`config.mk`:
```
export PLATFORM = sky130hd
export DESIGN_NAME = rcv_controller
export DESIGN_NICKNAME = d
export VERILOG_FILES = /design/src/rtl/rcv_controller.sv
export SDC_FILE = /design/constraint.sdc
export NUM_CORES = 1
export LEC_CHECK = 0
export ABC_AREA = 1
export CORE_MARGIN = 1.5
export CORE_UTILIZATION = 55
export CTS_BUF_LIST = sky130_fd_sc_hd__clkbuf_8
export DETAILED_ROUTE_END_ITERATION = 10
export GPL_ROUTABILITY_DRIVEN = 0
export PLACE_DENSITY = 0.87
export SYNTH_ARGS = -nofsm -noshare
export SYNTH_HDL_FRONTEND = slang
export SYNTH_SLANG_ARGS = --single-unit
```
`constraint.sdc`:
```
create_clock -name clk -period 2.3 [get_ports clk]
set_input_delay 0.46 -clock clk [delete_from_list [all_inputs] [get_ports clk]]
set_output_delay 0.46 -clock clk [all_outputs]
set_load 0.02 [all_outputs]
```
`src/rtl/rcv_controller.sv`:
```
// Receive control FSM for the USB full-speed receiver: gates the bit timer, checks sync,
// strobes one FIFO write per data byte and validates EOP framing and the byte limit.
module rcv_controller #(
    parameter logic [7:0] SYNC_BYTE = 8'h80,
    parameter int         MAX_BYTES = 64
) (
    input  logic                               clk,
    input  logic                               rst,
    input  logic                               d_edge,
    input  logic                               eop,
    input  logic                               shift_enable,
    input  logic                               byte_received,
    input  logic [7:0]                         rcv_data,
    output logic                               rcving,
    output logic                               w_enable,
    output logic                               r_error,
    output logic                               pkt_done,
    output logic [$clog2(MAX_BYTES+1)-1:0]     byte_cnt
);

    localparam int CW = $clog2(MAX_BYTES + 1);
    localparam logic [CW-1:0] MAX_CNT = CW'(MAX_BYTES);

    typedef enum logic [3:0] {
        IDLE,
        SYNC_WAIT,
        SYNC_CHK,
        RX_BYTE,
        STORE,
        EOP2,
        EOP_J,
        DONE,
        ERR_WAIT,
        ERR_EOP2,
        ERR_IDLE
    } state_t;

    state_t         state_q, state_d;
    logic [2:0]     bit_cnt_q, bit_cnt_d;
    logic [CW-1:0]  byte_cnt_q, byte_cnt_d;
    logic           sampleSe0;
    logic           sampleBit;

    assign sampleSe0 = shift_enable & eop;
    assign sampleBit = shift_enable & ~eop;

    always_ff @(posedge clk) begin
        if (rst) begin
            state_q    <= IDLE;
            bit_cnt_q  <= '0;
            byte_cnt_q <= '0;
        end else begin
            state_q    <= state_d;
            bit_cnt_q  <= bit_cnt_d;
            byte_cnt_q <= byte_cnt_d;
        end
    end

    // SE0 samples are tested before byte_received so a line reset always wins.
    always_comb begin
        state_d    = state_q;
        bit_cnt_d  = bit_cnt_q;
        byte_cnt_d = byte_cnt_q;

        unique case (state_q)
            IDLE, ERR_IDLE: begin
                if (d_edge) begin
                    state_d    = SYNC_WAIT;
                    byte_cnt_d = '0;
                end
            end
            SYNC_WAIT: begin
                if (sampleSe0)          state_d = ERR_EOP2;
                else if (byte_received) state_d = SYNC_CHK;
            end
            SYNC_CHK: begin
                bit_cnt_d = '0;
                state_d   = (rcv_data == SYNC_BYTE) ? RX_BYTE : ERR_WAIT;
            end
            RX_BYTE: begin
                if (sampleSe0) begin
                    state_d = (bit_cnt_q == 3'd0) ? EOP2 : ERR_EOP2;
                end else if (byte_received) begin
                    state_d = (byte_cnt_q == MAX_CNT) ? ERR_WAIT : STORE;
                end
                if (sampleBit) bit_cnt_d = bit_cnt_q + 3'd1;
            end
            STORE: begin
                byte_cnt_d = byte_cnt_q + CW'(1);
                state_d    = RX_BYTE;
                if (sampleBit) bit_cnt_d = bit_cnt_q + 3'd1;
            end
            EOP2: begin
                if (sampleSe0)      state_d = EOP_J;
                else if (sampleBit) state_d = ERR_WAIT;
            end
            EOP_J: begin
                if (sampleBit)      state_d = DONE;
                else if (sampleSe0) state_d = ERR_WAIT;
            end
            DONE: begin
                state_d = IDLE;
            end
            ERR_WAIT: begin
                if (sampleSe0) state_d = ERR_EOP2;
            end
            ERR_EOP2: begin
                if (sampleBit) state_d = ERR_IDLE;
            end
            default: begin
                state_d = IDLE;
            end
        endcase
    end

    assign rcving   = state_q inside {SYNC_WAIT, SYNC_CHK, RX_BYTE, STORE, EOP2, EOP_J,
                                      ERR_WAIT, ERR_EOP2};
    assign w_enable = (state_q == STORE);
    assign pkt_done = (state_q == DONE);
    assign r_error  = state_q inside {ERR_WAIT, ERR_EOP2, ERR_IDLE};
    assign byte_cnt = byte_cnt_q;

endmodule

```
## Yosys cells after proc, flatten, opt, wreduce, memory -nomap -nowiden

Index checks and enable logic that the tools add are counted.

- Output and inout bits: 11
- Register bits after elaboration: 14
- Word-level logic and storage cells: 58

- Add/sub/neg operators: 2
- Mux-type cells: 19
- Reduce and logical (&&, ||, !) cells: 11
- Equal/unequal tests: 20
- Bitwise operators: 3

Operators with widths:

| operator | number |
|---|---|
| two-way mux 4 bit | 14 |
| case mux 4 bit (9 select lines) | 1 |
| equality test 4 x 3 -> 1 bit (second input constant) | 4 |
| case mux 7 bit (2 select lines) | 1 |
| equality test 4 bit (second input constant) | 3 |
| inequality test 3 bit (second input constant) | 4 |
| equality test 4 x 2 -> 1 bit (second input constant) | 2 |
| equality test 8 bit (second input constant) | 1 |
| nonzero test 8 bit | 1 |
| adder 7 x 1 -> 7 bit (second input constant) | 1 |
| equality test 7 bit (second input constant) | 1 |
| two-way mux 7 bit | 1 |
| AND reduction 7 bit | 1 |
| inequality test 2 bit (second input constant) | 3 |
| case mux 3 bit (2 select lines) | 1 |
| equality test 4 x 1 -> 1 bit (second input constant) | 1 |
| logical NOT 4 bit | 1 |
| AND reduction 2 bit | 2 |
| nonzero test 2 bit | 2 |
| OR reduction 2 bit | 2 |
| adder 3 x 1 -> 3 bit (second input constant) | 1 |
| logical NOT 3 bit | 1 |
| two-way mux 3 bit | 1 |
| nonzero test 3 bit | 1 |
| other kinds (3) | 4 |

## Longest topological paths before layout

- Word-level depth: 5
- Depth in mapped cells: 10
- Depth with buffers taken out: 10

## Least setup slack after synthesis

No wires, ideal clock.

- Path type: register to output
- From: register state_q[3]
- To: output port rcving
- Buffers on the path: 0
- Arrival: 1.018 ns
- Cell stages (with the launch flop): 4
- Slack: 0.822 ns
- Path through: dfxtp_1 -> nor2_2 -> inv_1 -> o2111ai_1

- Longest elaborated chain between the ends: 2

Ends and longest elaborated chain:

| what | line | source |
|---|---|---|
| start: declaration | 38 | `state_t state_q, state_d;` |
| start signal: assignment | 53 | `state_q <= state_d;` |
| equality test 4 x 1 -> 1 bit, or another cell as far along | 116 | `assign rcving = state_q inside {SYNC_WAIT, SYNC_CHK, RX_BYTE, STORE, EOP2, EOP_J,` |
| nonzero test 8 bit * | 116 |  |
| end: declaration | 14 | `output logic rcving,` |

Every way passes the cells marked *; elsewhere a longest branch is shown, timed or not.

## Final worst setup path

- From: register state_q[3]
- To: output port r_error

- Longest elaborated chain between the ends: 2

Ends and longest elaborated chain:

| what | line | source |
|---|---|---|
| equality test 4 bit | 120 | `assign r_error = state_q inside {ERR_WAIT, ERR_EOP2, ERR_IDLE};` |
| nonzero test 3 bit * | 120 |  |
| end: declaration | 16 | `output logic r_error,` |

Marks and branches as above.

==> out/metrics.csv <==
stage,metric,value,unit
synthesis,Synth Area in Adders,4.689,%
synthesis,main combinational cell family by area after synthesis,simple AND/OR/NAND/NOR gates,
sta,final period utilization,93.63,%
floorplan,# IOs,25,
sta,final hold slack,478.6,ps
final_layout,n_diodes,0,
floorplan,Die Span X,47.05,um
synthesis,syn nets,205,
clock_network,"CTS clk-pin slew, worst paths",60,ps
final_layout,share of layout cells above drive strength 1,10.23,%
worst_setup_path,Setup crit end,r_error,
sta,relative slew slack,75.51,%
worst_setup_path,WP data arrival,1690,ps
worst_setup_path,CP max-delay cell,clkdlybuf4s50_1,
placed_design,hpwl dp,2181,um
floorplan,Core Region,1783,um^2
power,Leak,0.0006909,uW
synthesis,post-synthesis compound-gate area fraction,13.13,%
detailed_routing,antenna-violating nets left,0,
clock_network,Clock Sinks,14,
clock_network,Clock Tree Buf Depth,2,
synthesis,area share of and/or/nand/nor cells after synthesis,45.37,%
worst_setup_path,Crit path depth,5,
sta,crit path time final,2154,ps
synthesis,xor/xnor share of the synthesized area,0,%
clock_network,CTS buffer count,3,
worst_setup_path,CP Max Fanout,5,
synthesis,"Distinct cells, synth",20,
clock_network,post-CTS setup buffer count,0,
worst_setup_path,WP data required,1840,ps
synthesis,mux share of post-synthesis cell area,0,%
detailed_routing,routed length per instance,12.21,um
power,Pwr Density,704.7,nW/um^2
clock_network,Hold Buf Count CTS,0,
synthesis,Post-Syn Area per Cell,5.707,um^2
outcome,outcome,completed,
worst_setup_path,Worst path top cell family by delay,buffers and inverters,
grt,largest net degree at the start of global routing,11,
synthesis,Post-Synthesis Cells,187,
detailed_routing,vias,1293,
synthesis,YS warnings,0,
final_layout,final net count,234,
worst_setup_path,r2r startpoint,state_q[3],
sta,Worst Tran Pin Value,366.0,ps
final_layout,most frequent cells in the layout,"nand2_1, inv_1, nor2_1, clkdlybuf4s50_1, nand3_1",
worst_setup_path,crit path from,state_q[3],
sta,Fmax,464.3,MHz
worst_setup_path,Worst Setup Start Kind,flip-flop,
clock_network,CTS tree,done,
power,maximum vdd drop,0.0004090,V
detailed_routing,via/cell ratio,5.388,
worst_setup_path,cell mode on critical path,nand2_1,
grt,antenna violations before repair,0,
grt,Overflow after GRT,0,
grt,GRT Total Usage,29.95,%
synthesis,synthesis-stage register bit count,14,
detailed_routing,DRC Markers,0,
floorplan,Cell Rows,15,
worst_setup_path,crit end category,primary output,
grt,vias in the first global route,1230,
final_layout,post-route insts no fill,240,
floorplan,area of the die,2214,um^2
grt,first-pass GRT wire length,4740,um
sta,RSZ-0062 raised after global routing,no,
synthesis,Mapped Area,1067,um^2
synthesis,register area share after synthesis,26.26,%
clock_network,Root Buffer Master,clkbuf_8,
clock_network,htree depth,1,
sta,final setup vio count,0,
worst_setup_path,RR Endpoint,state_q[0],
final_layout,# fillers,143,
worst_setup_path,Reg2Reg Setup Slack,790,ps
floorplan,die span in y,47.05,um
run,Max Cap Violations,0,
worst_setup_path,R2R depth,7,
hold_path,min-delay worst type,reg2reg,
worst_setup_path,WP buf/inv,2,
final_layout,Layout Utilization,78.95,%
placed_design,Post-Place Cells,236,
clock_network,worst skew pair latency,240,ps
worst_setup_path,CP cell instances,inv_2 > nor2_2 > nand2_1 > nand2_1 > clkdlybuf4s50_1,
detailed_routing,final wirelength,2930,um
power,overall power,991.9,uW
detailed_routing,Detailed Route Iter0 Violations,57,
worst_setup_path,crit-path max cell delay,600,ps
worst_setup_path,WS Path Type,reg2out,
sta,final setup TNS,0,ps
detailed_routing,DR pass1 iterations,4,
sta,Setup Skew,2.126,ps
sta,Final Hold Violating Endpoints,0,
placed_design,I/O Buffers,24,
floorplan,starting density of the core,59.86,%
final_layout,"most common cell after layout, fill and taps aside",nand2_1,
final_layout,area delta synth->final,31.89,%
sta,final slew viol count,0,
metal layers:
metal	part of all wire, %	wire [um]	vias to the layer above	global-route usage, %
met5	0	0	-	0
met4	2.4	69	0	16.67
met3	7.6	223	11	6.923
met2	49	1450	72	53.97
met1	40	1186	572	31.85
li1	-	-	638	-
flip-flops by register name (all words and copies together) (netlist names):
| register | cells |
|---|---|
| byte_cnt | 7 |
| state_q | 4 |
| bit_cnt_q | 3 |
cells in the mapped netlist, drive strengths merged:
| master | instances | share of area (%) |
|---|---|---|
| inv | 29 | 10 |
| dfxtp | 14 | 26 |
| nor3 | 1 | 0.47 |
| o2111ai | 1 | 0.82 |
| a21oi | 15 | 8.1 |
| o21ai | 9 | 4.2 |
| and2 | 1 | 0.59 |
| or2 | 1 | 0.59 |
| nand2 | 67 | 25 |
| nor2 | 28 | 11 |
| ha | 4 | 4.7 |
| clkbuf | 1 | 0.35 |
| nand3 | 16 | 8.0 |
tightest hold or removal path: stages, from the launching register on:
cell     delay (ps)
dfxtp_1         320
nand2_1          60
a21oi_1          50
worst min path at each step:
| stage | from | endpoint | slack [ps] | depth (start not counted) |
|---|---|---|---|---|
| final | bit_cnt_q[0] | bit_cnt_q[0] | 480 | 2 |
| after global routing | bit_cnt_q[0] | bit_cnt_q[0] | 510 | 2 |
| after CTS | bit_cnt_q[0] | bit_cnt_q[0] | 480 | 2 |
| after detailed placement | bit_cnt_q[0] | bit_cnt_q[0] | 470 | 2 |
| after global placement | bit_cnt_q[0] | bit_cnt_q[0] | 460 | 2 |
| after floorplan | bit_cnt_q[0] | bit_cnt_q[0] | 450 | 2 |
timing repair:
action / in CTS / in global routing
pin swaps: 0 / 0
gates resized for setup: 1 / 3
setup endpoints to repair: 2 / 2
cell type report:
cell class              count  area [um^2]  share of cell area [%]
multi-input cells         143        679.4                   48.27
flip-flops and latches     14        280.3                   19.91
repair buffers             25        252.7                   17.96
inverters                  29        108.9                   7.733
clock buffers               4        55.05                   3.911
well taps                  25        31.28                   2.222
cell families after synthesis:
kind of cell,count (synthesis)
AOI/OAI and AO/OA,25
and+or+nand+nor,114
adders and majority gates,4
buffers and inverters,30
DFF,14
per-stage QoR:
step	worst slack [ps]	area [um^2]
2_1_floorplan	822.2	1067
3_3_place_gp	320.6	1343
3_5_place_dp	246.5	1343
4_1_cts	6.475	1400
5_1_grt	92.23	1408
6_report	146.4	1408
report_power, final:
part	switching (uW)	internal, uW
sequential	32.9	266
clock	91.2	151
combinational	285	165
No activity file was read; power rests on OpenSTA's default activity.
